===== src/rtl/duck_gfx_pkg.sv =====
// Shared constants for the duck-hunt graphics blocks: opcodes, FSM encoding,
// palette entries and default framebuffer geometry.
package duck_gfx_pkg;

  typedef logic [2:0] op_t;

  localparam op_t OP_NOP   = 3'd0;
  localparam op_t OP_LEFT  = 3'd1;
  localparam op_t OP_RIGHT = 3'd2;
  localparam op_t OP_UP    = 3'd3;
  localparam op_t OP_DOWN  = 3'd4;
  localparam op_t OP_HOME  = 3'd5;

  localparam logic [2:0] ST_IDLE  = 3'd0;
  localparam logic [2:0] ST_ERASE = 3'd1;
  localparam logic [2:0] ST_MOVE  = 3'd2;
  localparam logic [2:0] ST_DRAW  = 3'd3;
  localparam logic [2:0] ST_DONE  = 3'd4;

  localparam logic [2:0] COL_BLACK = 3'b000;
  localparam logic [2:0] COL_RED   = 3'b100;
  localparam logic [2:0] COL_WHITE = 3'b111;

  localparam int DEF_SCREEN_W = 160;
  localparam int DEF_SCREEN_H = 120;

endpackage


===== src/rtl/sprite_scan.sv =====
// Raster counter over a SPR_W x SPR_H footprint; sx runs fastest and the
// counter wraps to (0,0) after the final pixel.
module sprite_scan #(
  parameter int SPR_W = 4,
  parameter int SPR_H = 4,
  parameter int SXW   = (SPR_W > 1) ? $clog2(SPR_W) : 1,
  parameter int SYW   = (SPR_H > 1) ? $clog2(SPR_H) : 1
) (
  input  logic           clk,
  input  logic           rst,
  input  logic           start,
  input  logic           step,
  output logic [SXW-1:0] sx,
  output logic [SYW-1:0] sy,
  output logic           last
);

  localparam logic [SXW-1:0] SX_MAX = SXW'(SPR_W - 1);
  localparam logic [SYW-1:0] SY_MAX = SYW'(SPR_H - 1);

  assign last = (sx == SX_MAX) && (sy == SY_MAX);

  // scan position: cleared by start, advanced one pixel per step
  always_ff @(posedge clk or posedge rst) begin
    if (rst) begin
      sx <= {SXW{1'b0}};
      sy <= {SYW{1'b0}};
    end else if (start) begin
      sx <= {SXW{1'b0}};
      sy <= {SYW{1'b0}};
    end else if (step) begin
      if (sx == SX_MAX) begin
        sx <= {SXW{1'b0}};
        sy <= (sy == SY_MAX) ? {SYW{1'b0}} : sy + SYW'(1);
      end else begin
        sx <= sx + SXW'(1);
      end
    end
  end

endmodule


===== src/rtl/sprite_mover.sv =====
// Erase / clamped-move / redraw engine shared by all sprites, driving the
// framebuffer adapter's pixel-plot port one pixel per cycle.
module sprite_mover
  import duck_gfx_pkg::*;
#(
  parameter int NUM_SPRITES = 2,
  parameter int SPR_W       = 4,
  parameter int SPR_H       = 4,
  parameter int SCREEN_W    = DEF_SCREEN_W,
  parameter int SCREEN_H    = DEF_SCREEN_H,
  parameter int XW          = 8,
  parameter int YW          = 7,
  parameter int STEP        = 1,
  parameter int HOME_X      = 78,
  parameter int HOME_Y      = 58,
  parameter int IDW         = (NUM_SPRITES > 1) ? $clog2(NUM_SPRITES) : 1
) (
  input  logic                      clk,
  input  logic                      reset,
  input  logic                      cmd_valid,
  output logic                      cmd_ready,
  input  logic [IDW-1:0]            cmd_id,
  input  logic [2:0]                cmd_op,
  input  logic [3*NUM_SPRITES-1:0]  sprite_colour,
  output logic [XW-1:0]             x_out,
  output logic [YW-1:0]             y_out,
  output logic [2:0]                colour_out,
  output logic                      plot,
  output logic                      done,
  output logic                      edge_hit,
  output logic                      err,
  output logic [XW*NUM_SPRITES-1:0] pos_x,
  output logic [YW*NUM_SPRITES-1:0] pos_y
);

  localparam int SXW = (SPR_W > 1) ? $clog2(SPR_W) : 1;
  localparam int SYW = (SPR_H > 1) ? $clog2(SPR_H) : 1;

  localparam logic [XW-1:0] MAX_X   = XW'(SCREEN_W - SPR_W);
  localparam logic [YW-1:0] MAX_Y   = YW'(SCREEN_H - SPR_H);
  localparam logic [XW:0]   STEP_XW = (XW + 1)'(STEP);
  localparam logic [YW:0]   STEP_YW = (YW + 1)'(STEP);

  logic [2:0]     r_state;
  logic [2:0]     w_next_state;
  logic [IDW-1:0] r_id;
  op_t            r_op;
  logic           r_final;
  logic           r_edge;
  logic [XW-1:0]  r_pos_x [NUM_SPRITES];
  logic [YW-1:0]  r_pos_y [NUM_SPRITES];

  logic           w_hs;
  logic           w_id_ok;
  logic [IDW-1:0] w_sel;
  logic [XW-1:0]  w_cur_x;
  logic [YW-1:0]  w_cur_y;
  logic [2:0]     w_colour;
  logic [XW-1:0]  w_new_x;
  logic [YW-1:0]  w_new_y;
  logic           w_hit;
  logic           w_emit_erase;
  logic           w_emit_draw;
  logic           w_step;
  logic           w_start;
  logic [SXW-1:0] w_sx;
  logic [SYW-1:0] w_sy;
  logic           w_last;
  logic [XW-1:0]  w_base_x;
  logic [YW-1:0]  w_base_y;
  logic [XW-1:0]  w_pix_x;
  logic [YW-1:0]  w_pix_y;

  assign w_hs    = cmd_valid & cmd_ready;
  assign w_id_ok = ({1'b0, cmd_id} < (IDW + 1)'(NUM_SPRITES));
  assign w_sel   = (r_state == ST_IDLE) ? cmd_id : r_id;

  // The output stage is registered, so pixel k is computed one cycle before it
  // is shown; the counter therefore leads the displayed pixel by one.
  assign w_emit_erase = ((r_state == ST_IDLE) & w_hs & w_id_ok)
                      | ((r_state == ST_ERASE) & ~r_final);
  assign w_emit_draw  = (r_state == ST_MOVE) | ((r_state == ST_DRAW) & ~r_final);
  assign w_step       = w_emit_erase | w_emit_draw;
  assign w_start      = ~w_step;

  sprite_scan #(
    .SPR_W (SPR_W),
    .SPR_H (SPR_H),
    .SXW   (SXW),
    .SYW   (SYW)
  ) u_scan (
    .clk   (clk),
    .rst   (reset),
    .start (w_start),
    .step  (w_step),
    .sx    (w_sx),
    .sy    (w_sy),
    .last  (w_last)
  );

  // position and colour of the addressed sprite
  always_comb begin
    w_cur_x  = {XW{1'b0}};
    w_cur_y  = {YW{1'b0}};
    w_colour = COL_BLACK;
    for (int i = 0; i < NUM_SPRITES; i++) begin
      w_cur_x  = (w_sel == IDW'(i)) ? r_pos_x[i] : w_cur_x;
      w_cur_y  = (w_sel == IDW'(i)) ? r_pos_y[i] : w_cur_y;
      w_colour = (w_sel == IDW'(i)) ? sprite_colour[3*i +: 3] : w_colour;
    end
  end

  // clamped move; edge is flagged whenever the sprite ends on the border it moved toward
  always_comb begin
    w_new_x = w_cur_x;
    w_new_y = w_cur_y;
    w_hit   = 1'b0;
    case (r_op)
      OP_LEFT: begin
        if ({1'b0, w_cur_x} >= STEP_XW) begin
          w_new_x = w_cur_x - XW'(STEP);
        end else begin
          w_new_x = {XW{1'b0}};
        end
        w_hit = (w_new_x == {XW{1'b0}});
      end
      OP_RIGHT: begin
        if (({1'b0, w_cur_x} + STEP_XW) > {1'b0, MAX_X}) begin
          w_new_x = MAX_X;
        end else begin
          w_new_x = w_cur_x + XW'(STEP);
        end
        w_hit = (w_new_x == MAX_X);
      end
      OP_UP: begin
        if ({1'b0, w_cur_y} >= STEP_YW) begin
          w_new_y = w_cur_y - YW'(STEP);
        end else begin
          w_new_y = {YW{1'b0}};
        end
        w_hit = (w_new_y == {YW{1'b0}});
      end
      OP_DOWN: begin
        if (({1'b0, w_cur_y} + STEP_YW) > {1'b0, MAX_Y}) begin
          w_new_y = MAX_Y;
        end else begin
          w_new_y = w_cur_y + YW'(STEP);
        end
        w_hit = (w_new_y == MAX_Y);
      end
      OP_HOME: begin
        w_new_x = XW'(HOME_X);
        w_new_y = YW'(HOME_Y);
      end
      default: begin
        w_hit = 1'b0;
      end
    endcase
  end

  // the first draw pixel is issued from MOVE, before the new position is stored
  assign w_base_x = (r_state == ST_MOVE) ? w_new_x : w_cur_x;
  assign w_base_y = (r_state == ST_MOVE) ? w_new_y : w_cur_y;
  assign w_pix_x  = w_base_x + XW'(w_sx);
  assign w_pix_y  = w_base_y + YW'(w_sy);

  // state sequencing
  always_comb begin
    w_next_state = r_state;
    case (r_state)
      ST_IDLE: begin
        if (w_hs) begin
          w_next_state = w_id_ok ? ST_ERASE : ST_DONE;
        end else begin
          w_next_state = ST_IDLE;
        end
      end
      ST_ERASE: w_next_state = r_final ? ST_MOVE : ST_ERASE;
      ST_MOVE:  w_next_state = ST_DRAW;
      ST_DRAW:  w_next_state = r_final ? ST_DONE : ST_DRAW;
      ST_DONE:  w_next_state = ST_IDLE;
      default:  w_next_state = ST_IDLE;
    endcase
  end

  // control state and registered pixel/handshake outputs
  always_ff @(posedge clk or posedge reset) begin
    if (reset) begin
      r_state    <= ST_IDLE;
      r_id       <= {IDW{1'b0}};
      r_op       <= OP_NOP;
      r_final    <= 1'b0;
      r_edge     <= 1'b0;
      cmd_ready  <= 1'b1;
      plot       <= 1'b0;
      x_out      <= {XW{1'b0}};
      y_out      <= {YW{1'b0}};
      colour_out <= COL_BLACK;
      done       <= 1'b0;
      edge_hit   <= 1'b0;
      err        <= 1'b0;
    end else begin
      r_state    <= w_next_state;
      cmd_ready  <= (w_next_state == ST_IDLE);
      r_final    <= w_step & w_last;
      plot       <= w_step;
      x_out      <= w_step ? w_pix_x : {XW{1'b0}};
      y_out      <= w_step ? w_pix_y : {YW{1'b0}};
      colour_out <= w_emit_draw ? w_colour : COL_BLACK;
      done       <= (w_next_state == ST_DONE);
      edge_hit   <= (w_next_state == ST_DONE) & (r_state == ST_DRAW) & r_edge;
      err        <= (w_next_state == ST_DONE) & (r_state == ST_IDLE);
      if ((r_state == ST_IDLE) && w_hs) begin
        r_id <= cmd_id;
        r_op <= cmd_op;
      end
      if (r_state == ST_MOVE) begin
        r_edge <= w_hit;
      end
    end
  end

  // sprite positions, written only when leaving MOVE
  always_ff @(posedge clk or posedge reset) begin
    if (reset) begin
      for (int i = 0; i < NUM_SPRITES; i++) begin
        r_pos_x[i] <= XW'(HOME_X);
        r_pos_y[i] <= YW'(HOME_Y);
      end
    end else if (r_state == ST_MOVE) begin
      for (int i = 0; i < NUM_SPRITES; i++) begin
        if (r_id == IDW'(i)) begin
          r_pos_x[i] <= w_new_x;
          r_pos_y[i] <= w_new_y;
        end
      end
    end
  end

  for (genvar g = 0; g < NUM_SPRITES; g++) begin : g_pos
    assign pos_x[g*XW +: XW] = r_pos_x[g];
    assign pos_y[g*YW +: YW] = r_pos_y[g];
  end

endmodule

===== config.mk =====
export PLATFORM = sky130hd
export DESIGN_NAME = sprite_mover
export DESIGN_NICKNAME = d
export VERILOG_FILES = /design/src/rtl/duck_gfx_pkg.sv /design/src/rtl/sprite_scan.sv /design/src/rtl/sprite_mover.sv
export SDC_FILE = /design/constraint.sdc
export NUM_CORES = 1
export LEC_CHECK = 0
export BUFFER_PORTS_ARGS = -buffer_cell sky130_fd_sc_hd__buf_2
export CAP_MARGIN = 10
export CORE_ASPECT_RATIO = 1.4
export CORE_MARGIN = 1
export CORE_UTILIZATION = 50
export DETAILED_ROUTE_END_ITERATION = 12
export PLACE_DENSITY_LB_ADDON = 0.15
export SLEW_MARGIN = 20
export SYNTH_ARGS = -nofsm -noshare
export SYNTH_HDL_FRONTEND = slang
export SYNTH_HIERARCHICAL = 1
export SYNTH_SLANG_ARGS = --single-unit
export TNS_END_PERCENT = 20

===== constraint.sdc =====
create_clock -name clk -period 5.7 [get_ports clk]
set_input_delay 0.57 -clock clk [delete_from_list [all_inputs] [get_ports clk]]
set_output_delay 0.57 -clock clk [all_outputs]
set_load 0.03 [all_outputs]

### Yosys cells after proc, flatten, opt, wreduce, memory -nomap -nowiden

Cells that the tools add are included.

* $add $sub $neg: 10
* multiply operators: 0
* divide/modulo/power cells: 0
* order comparisons: 4
* equality and inequality tests: 14
* shift-type cells: 0
* multiplexer cells: 29
* bitwise logic cells: 13
* reductions and logical operators: 8

Operator list (count)
* 2-to-1 mux 8 bit: 7
* 2-to-1 mux 7 bit: 7
* case mux 8 bit (3 select lines): 1
* case mux 7 bit (3 select lines): 1
* equality test 3 x 2 -> 1 bit (second input constant): 4
* 2-to-1 mux 2 bit: 6
* case mux 3 bit (4 select lines): 1
* adder 8 x 1 -> 9 bit (second input constant): 1
* equality test 3 bit (second input constant): 3
* greater-than comparator 9 x 8 -> 1 bit (second input constant): 1
* 2-to-1 mux 3 bit: 3
* adder 7 x 1 -> 8 bit (second input constant): 1
* adder 8 x 1 -> 8 bit (second input constant): 1
* adder 8 x 2 -> 8 bit: 1
* bitwise AND 1 bit: 8
* equality test 8 bit (second input constant): 1
* >= comparator 8 x 1 -> 1 bit (second input constant): 1
* greater-than comparator 8 x 7 -> 1 bit (second input constant): 1
* zero test 8 bit: 1
* subtractor 8 x 1 -> 8 bit (second input constant): 1
* adder 7 x 1 -> 7 bit (second input constant): 1
* adder 7 x 2 -> 7 bit: 1
* equality test 7 bit (second input constant): 1
* >= comparator 7 x 1 -> 1 bit (second input constant): 1
* 13 further kinds: 23

* register bits: 66
* bits in latches: 0
* RAM bits: 0
* bits in read-only memories: 0
* input bits: 13
* output and inout bits: 53
* memories kept: 0

### Logic depth before layout (Yosys ltp)

Gate-level depths: netlist of the first run.

* depth after elaboration: 11
* mapped depth: 26
* depth with buffers taken out: 21

### By module

The synthesis of the first run kept the hierarchy.

By module, submodules not included
* sprite_mover: instances 1, cells each 620, area an instance 5047.3 um2, seq. area each 1572.8 um2
* sprite_scan: instances 1, cells each 19, area an instance 219.0 um2, seq. area each 100.1 um2

### Worst setup path after synthesis of the first run

OpenSTA, ideal clock, no wires.

* path type: register to register
* from: reg r_state[1]
* to: reg x_out[7]
* arrival time: 4803 ps
* required time: 5572 ps
* setup slack: 769 ps
* stages on the path, launching flop included: 26
* clock period less this slack: 4931 ps
* cell sequence: dfrtp_1 buf_6 or4b_1 buf_6 nand2_4 buf_6 buf_2 nand2_1 nand2_1 ha_1 buf_1 nand2_1 nor3_1 nor3_1 o2bb2ai_1 a21oi_1 buf_4 nor3_1 a21oi_1 nand2_1 a21boi_0 ha_1 a21oi_1 or3_1 nor3_2 mux2_1

* word-level cells in the longest chain between the ends: 11
* elaborated cells between the ends (all ways): 25

Ends and longest elaborated chain
* from (decl): line sprite_mover.sv:44 `logic [2:0] r_state;`
* from (signal assigned): line sprite_mover.sv:203 `r_state <= w_next_state;`
* zero test 3 bit: line sprite_mover.sv:76, sprite_mover.sv:80
* 2-to-1 mux 1 bit: line sprite_mover.sv:76 `assign w_sel = (r_state == ST_IDLE) ? cmd_id : r_id;`
* 2-to-1 mux 8 bit: line sprite_mover.sv:107 `w_cur_x = (w_sel == IDW'(i)) ? r_pos_x[i] : w_cur_x;`
* adder 8 x 1 -> 9 bit: line sprite_mover.sv:128 `if (({1'b0, w_cur_x} + STEP_XW) > {1'b0, MAX_X}) begin`
* greater-than comparator 9 x 8 -> 1 bit: line sprite_mover.sv:128
* 2-to-1 mux 8 bit: line sprite_mover.sv:128
* 2-to-1 mux 8 bit: line sprite_mover.sv:118 `case (r_op)`
* case mux 8 bit (3 select lines): line sprite_mover.sv:118
* 2-to-1 mux 8 bit: line sprite_mover.sv:162 `assign w_base_x = (r_state == ST_MOVE) ? w_new_x : w_cur_x;`
* adder 8 x 2 -> 8 bit: line sprite_mover.sv:164 `assign w_pix_x = w_base_x + XW'(w_sx);`
* 2-to-1 mux 8 bit (*): line sprite_mover.sv:207 `x_out <= w_step ? w_pix_x : {XW{1'b0}};`
* to (signal assigned): line sprite_mover.sv:196 `x_out <= {XW{1'b0}};`
* to (signal assigned): line sprite_mover.sv:207
* to (decl): line sprite_mover.sv:25 `output logic [XW-1:0] x_out,`

Mark *: on every way between the ends. The rest lies on a longest branch, timed or not. The select of a mux whose other input is x is not followed.
A chain may end at the register's enable or synchronous reset.

### Worst setup path after layout of the first run

Ends and elaborated chain as after synthesis.

==> flow_summary.yaml, run 1 <==
cts:
  ctsLongestPathBuffers: 2
  cts_made_buffers: 9
  clkSinkCount: 66
  clk_latency_ps: 330
  hold_buffers: 0
  cts.repair.resized: 0
  post-cts-setup-buffer-count: 0
  h-tree-depth: 3
  root_buffer: "clkbuf_16"
  path_clk_slew_ps: 60
  cts_tree: "done"
critical_path:
  path_delay_family: "simple AND/OR/NAND/NOR gates"
  cp_num_buf_inv: 1
  start_kind: "flip-flop"
  crit_top_cell: "a21oi_1"
  critical_path.max_stage_delay_ps: 530
  path_cells: "o31a_1, nor2_4, buf_4, mux2i_1, ha_1, nor4b_1, o2111ai_1, nand2_1, o21ai_0, a21oi_1, a21oi_1, a21oi_1, nand2_1, a21boi_0, ha_1, a21oi_1, or3_1, nor3_2, mux2_1"
  endpoint_kind: "flip-flop"
  cp.required_ps: 5910
  crit_type: "flip-flop to flip-flop"
  slowest_stage: "nor4b_1"
  critPathMaxFanout: 10
  crit_arrival_ps: 5420
timing:
  worst_slack_ps: 489
  slew_viol_final: 0
  fin_crit_sh_pct: 91.4
  rsz0062_at_grt: "false"
  tns_ps: 0
  final-setup-viol-count: 0
  timing.fmax_mhz: 192
  worst_slew_pin_slew_ps: 985
  period_needed_ps: 5210
  slew_headroom_pct: 32.6
  hold_violations: 0
  timing.hold.ws_ps: 127
  skew_ps: 4.42
die:
  floorplan.initialDensity_pct: 51.2
  core_area_mm2: 0.0103
  num_rows: 44
  die_area_mm2: 0.0110
  ios: 66
  die_w_um: 88.7
  die_y_um: 123
power_and_ir_drop:
  vdd_drop_max_uv: 249
  p_leak_uw: 0.00266
  total_power_uw: 2210
  p_per_area_mw_per_mm2: 370
cells_and_area:
  nFillCells: 984
  drive_gt1_share_pct: 21.1
  layout_common_cells: "nand2_1 (87), buf_2 (65), o21ai_0 (60), dfrtp_1 (49), nor2_1 (40)"
  layout.nets: 716
  instances_no_fill: 831
  area_delta_synth_final_pct: 13.3
  n_antenna_cell: 0
  final_common_cell: "nand2_1"
place:
  gp_congestion: 0.961
  io_buffers: 65
  place_ws_ps: 558
  dp_cells: 815
  place_hpwl_um: 13700
global_route:
  antenna_found_initial: 0
  grt_pass1_wl_um: 27900
  grt_overflow_total: 0
  grt_max_degree: 63
  grt_pass1_vias: 5265
  grt.total_usage_pct: 34.5
outcome:
  status: "finished, final reports clean"
yosys:
  synth_edf_count: 0
  syn_area_per_cell_um2: 8.24
  ys_seq_area_share_pct: 31.8
  syn_nets: 667
  synthArstFlopShare_pct: 100
  yosysUniqueCellTypes: 87
  ys.flop_type: "dfrtp_1"
  syn-instance-count: 639
  yosys_register_bits: 66
  synth.cell_area_mm2: 0.00527
  yosysWarnings: 6
detailed_routing:
  vias_per_cell: 6.50
  drtAntennaViolNets: 0
  drt-initial-drc-count: 438
  num_vias: 5402
  totalWireLength_um: 18200
  first_pass_iters: 5
  remaining_drc_errors: 0
  avgRoutedWirePerCell_um: 21.9
flow_run:
  cap_violations: 0
hold_path:
  hold_class: "input pin to asynchronous set/reset pin"
report_power, final:
group	total, uW	leakage (uW)	internal (uW)	switching [uW]
Sequential	601	0.000733	541	59.8
Combinational	1040	0.00178	356	681
Clock	571	0.000141	350	221
layout make-up:
class	instances	area (um2)	area share, %
Clock inverter	6	66.3	1.11
Sequential cell	66	1670	28.0
Inverter	16	60.1	1.01
Multi-Input combinational cell	517	3330	55.9
Clock buffer	10	239	4.01
Timing Repair Buffer	78	423	7.09
Tap cell	138	173	2.89
cells by family (layout without fill, tap and decap cells):
group | after synthesis | after routing | synth area share [%]
XOR/XNOR | 18 | 18 | 2.99
multiplexers | 32 | 32 | 6.49
other | 1 | 1 | 0.0712
buffers and inverters | 56 | 110 | 4.94
flip-flops | 66 | 66 | 31.8
AO/OA/AOI/OAI | 192 | 192 | 24.6
AND/OR/NAND/NOR | 259 | 259 | 25.3
adder cells (fa/ha/maj) | 15 | 15 | 3.85
state kept, by name, summed over array words and instances, names as in the netlist, 2 cells and up:
signal	cells
colour_out	3
pos_x	16
pos_y	14
r_op	3
r_state	3
u_scan/sx	2
u_scan/sy	2
x_out	8
y_out	7
path summary, 6_finish.rpt:
check                      slack [ps]  startpoint  depth (start not counted)             to
min reg2reg                       540    pos_y[8]                          2       pos_y[8]
max in group asynchronous        4700       reset                          3  colour_out[2]
min in group clk                  460   cmd_op[2]                          2        r_op[2]
max                               490  r_state[1]                         19       x_out[7]
max reg2reg                       490  r_state[1]                         19       x_out[7]
min                               130       reset                          2   u_scan/sy[0]
Yosys cell counts, types with 3 or more instances:
master      n  area, um2
nand2_1    87        327
nor3_1     22        110
a21o_1      7       52.6
mux2i_1    20        200
o21ai_0    60        300
xor2_1      6       52.6
a311oi_1    3       26.3
buf_2       4       20.0
mux2_2      9        101
nor4_1      8       50.1
nand4_1    11       68.8
o2111ai_1   4       35.0
nor4b_1     4       35.0
a2111oi_0   4       35.0
and4_1      3       26.3
dfstp_2    17        447
o211ai_1    4       30.0
a21oi_1    33        165
o31ai_1     9       67.6
inv_1      16       60.1
a21oi_2     3       26.3
nor2_1     40        150
xnor2_1    12        105
buf_1       3       11.3
clkbuf_1   26       97.6
and2_1     15       93.8
a41oi_1     3       26.3
nor3b_1     3       22.5
and3_1      6       37.5
a31oi_1    10       62.6
o31a_1      4       35.0
nand3_1    21        105
nand2b_1    8       50.1
buf_6       5       56.3
or2_2       4       25.0
dfrtp_1    49       1230
a211oi_1    7       52.6
ha_1       13        163
or3_1       8       50.1
o22ai_1     6       37.5
or4_1       3       22.5
metal layers:
metal	vias to the layer above	wire length [um]	global-route usage [%]
met5	-	0	0
met4	0	1510	27.0
met3	88	853	4.67
met2	258	9400	61.5
met1	2590	6470	35.5
li1	2466	-	-
through the flow:
stage | area, um2 | util (%)
global placement | 5660 | 55.0
finish | 5970 | 58.0
CTS | 5970 | 58.0
global route | 5970 | 58.0
detailed placement | 5660 | 55.0
floorplan | 5270 | -
No activity file was read; power rests on OpenSTA's default activity.
==> inputs of run 2 (changes only) <==
--- a/config.mk
+++ b/config.mk
@@ -5,6 +5,7 @@
 export SDC_FILE = /design/constraint.sdc
 export NUM_CORES = 1
 export LEC_CHECK = 0
+export ABC_AREA = 1
 export BUFFER_PORTS_ARGS = -buffer_cell sky130_fd_sc_hd__buf_2
 export CAP_MARGIN = 10
 export CORE_ASPECT_RATIO = 1.4
==> run 2 against run 1 <==
Utilization is 1.3 points higher. Routed wire length is 29% lower. Cell count is 0.84% higher. Sequential power is 13% higher. Clock power is 3% lower. Critical endpoint is now x_out[4]. Global-route usage is 6.0 points lower. Critical path type unchanged. Sequential share of layout area is 3.2 points higher. Via count is 16% lower. Power is 74% higher. Highest routed layer unchanged. Setup slack better by 920 ps. Final area is 10% lower.
==> flow_summary.yaml, run 2 <==
cts:
  cts.repair.resized: 0
  root_buffer: "clkbuf_16"
  ctsLongestPathBuffers: 2
  post-cts-setup-buffer-count: 0
  cts_made_buffers: 9
  h-tree-depth: 3
  cts_tree: "done"
  hold_buffers: 0
  clkSinkCount: 66
  path_clk_slew_ps: 60
  clk_latency_ps: 330
yosys:
  syn_nets: 688
  synth_area_leaders: "dfrtp_1 (26%), nand2_1 (15%), dfstp_2 (9.6%)"
  ys.flop_type: "dfrtp_1"
  yosys_register_bits: 66
  synthArstFlopShare_pct: 100
  synth_edf_count: 0
  synth_top_cell_area_share_pct: 26.4
  ys_seq_area_share_pct: 36.0
  yosysMostFrequentCell: "nand2_1"
  yosysUniqueCellTypes: 43
  synth.cell_area_mm2: 0.00465
  yosys.area.top_type: "dfrtp_1"
  synth_common_cells: "nand2_1 (189), inv_1 (73), nand3_1 (64)"
  syn_area_per_cell_um2: 7.04
  yosysWarnings: 6
  syn-instance-count: 660
cells_and_area:
  layout_common_cells: "nand2_1 (189), inv_1 (72), buf_2 (65), nand3_1 (64), nor2_1 (61)"
  drive_gt1_share_pct: 21.8
  nFillCells: 926
  final_common_cell: "nand2_1"
  multi_input_area_mm2: 0.00259
  area_delta_synth_final_pct: 15.1
  layout.nets: 755
  largest_reg_flops: 16
  n_antenna_cell: 0
  post-route-util_pct: 59.2
  seq_area_mm2: 0.00167
detailed_routing:
  totalWireLength_um: 13000
  route.met3.wl_um: 461
  drtAntennaViolNets: 0
  routed.top_layer: "met4"
  avgRoutedWirePerCell_um: 15.5
  vias_per_cell: 5.45
  wl_met2_um: 6500
  wl_met1_um: 5230
  remaining_drc_errors: 0
  num_vias: 4564
  drt-initial-drc-count: 240
  first_pass_iters: 6
die:
  floorplan.initialDensity_pct: 51.5
  die_area_mm2: 0.00969
  num_rows: 41
  die_w_um: 83.5
  ios: 66
  core_area_mm2: 0.00903
  die_y_um: 116
critical_path:
  path_delay_family: "simple AND/OR/NAND/NOR gates"
  start_kind: "flip-flop"
  cp.required_ps: 5960
  slowest_stage: "dfrtp_1"
  critical_path.max_stage_delay_ps: 410
  endpoint_kind: "flip-flop"
  cp_num_buf_inv: 3
  crit_top_cell: "nand2_1"
  crit_arrival_ps: 4550
  critPathMaxFanout: 30
  crit_type: "flip-flop to flip-flop"
place:
  gp_congestion: 0.971
  place_ws_ps: 1340
  place_hpwl_um: 10100
  io_buffers: 65
timing:
  rsz0062_at_grt: "false"
  tns_ps: 0
  worst_slack_ps: 1410
  slew_headroom_pct: 41.8
  fin_crit_sh_pct: 75.3
  timing.fmax_mhz: 233
  worst_slew_pin_slew_ps: 866
  period_needed_ps: 4290
  slew_viol_final: 0
  final-setup-viol-count: 0
  skew_ps: 7.72
  hold_violations: 0
global_route:
  grt_max_degree: 63
  grt_pass1_vias: 4443
  grt_pass1_wl_um: 21300
  grt.total_usage_pct: 28.5
  antenna_found_initial: 0
  grt_overflow_total: 0
power_and_ir_drop:
  total_power_uw: 3840
  p_per_area_mw_per_mm2: 719
  p_leak_uw: 0.00292
  vdd_drop_max_uv: 362
outcome:
  status: "finished, final reports clean"
hold_path:
  hold_class: "input pin to asynchronous set/reset pin"
flow_run:
  cap_violations: 0
==> run 2: layer usage <==
layer | GRT usage, % | vias up
li1 | - | 2281
met1 | 31.8 | 2104
met2 | 50.9 | 130
met3 | 4.13 | 49
met4 | 18.5 | 0
met5 | 0 | -
==> run 2: worst paths after layout <==
kind | startpoint | to | slack [ps] | cells past startpoint
max in group asynchronous | reset | pos_x[4] | 4710 | 3
min in group clk | sprite_colour[1] | colour_out[1] | 470 | 3
worst max-delay path | r_state[1] | x_out[4] | 1410 | 28
worst max register to register | r_state[1] | x_out[4] | 1410 | 28
worst min-delay path | reset | u_scan/sx[1] | 120 | 2
worst min register to register | pos_x[6] | pos_x[6] | 500 | 2
==> run 2: logic make-up after synthesis <==
family	share of synthesized area, %
flops	36.0
simple gates	37.0
compound gates	13.2
xor+xnor	1.13
fa+ha+maj	4.36
other cells	0.0807
buf+inv	8.24
==> run 2: report_power, final <==
group,total [uW],internal (uW),switching [uW]
clock network,555,358,197
logic,2610,774,1830
registers,682,608,74.0
==> run 2: metrics by stage <==
step                      cells  hold slack, ps  instance area, um2
after CTS                   838             120                5350
final                       838             124                5350
after detailed placement    823             479                5050
after global placement      823             474                5050
after global routing        838             139                5350
after floorplan             660             336                4650
==> run 2: final cells by class <==
cell class | count | area share, %
Clock inverter | 3 | 0.749
Inverter | 83 | 5.87
Multi-Input combinational cell | 500 | 48.4
Timing Repair Buffer | 67 | 6.36
Clock buffer | 12 | 4.80
Tap cell | 107 | 2.50
Sequential cell | 66 | 31.3
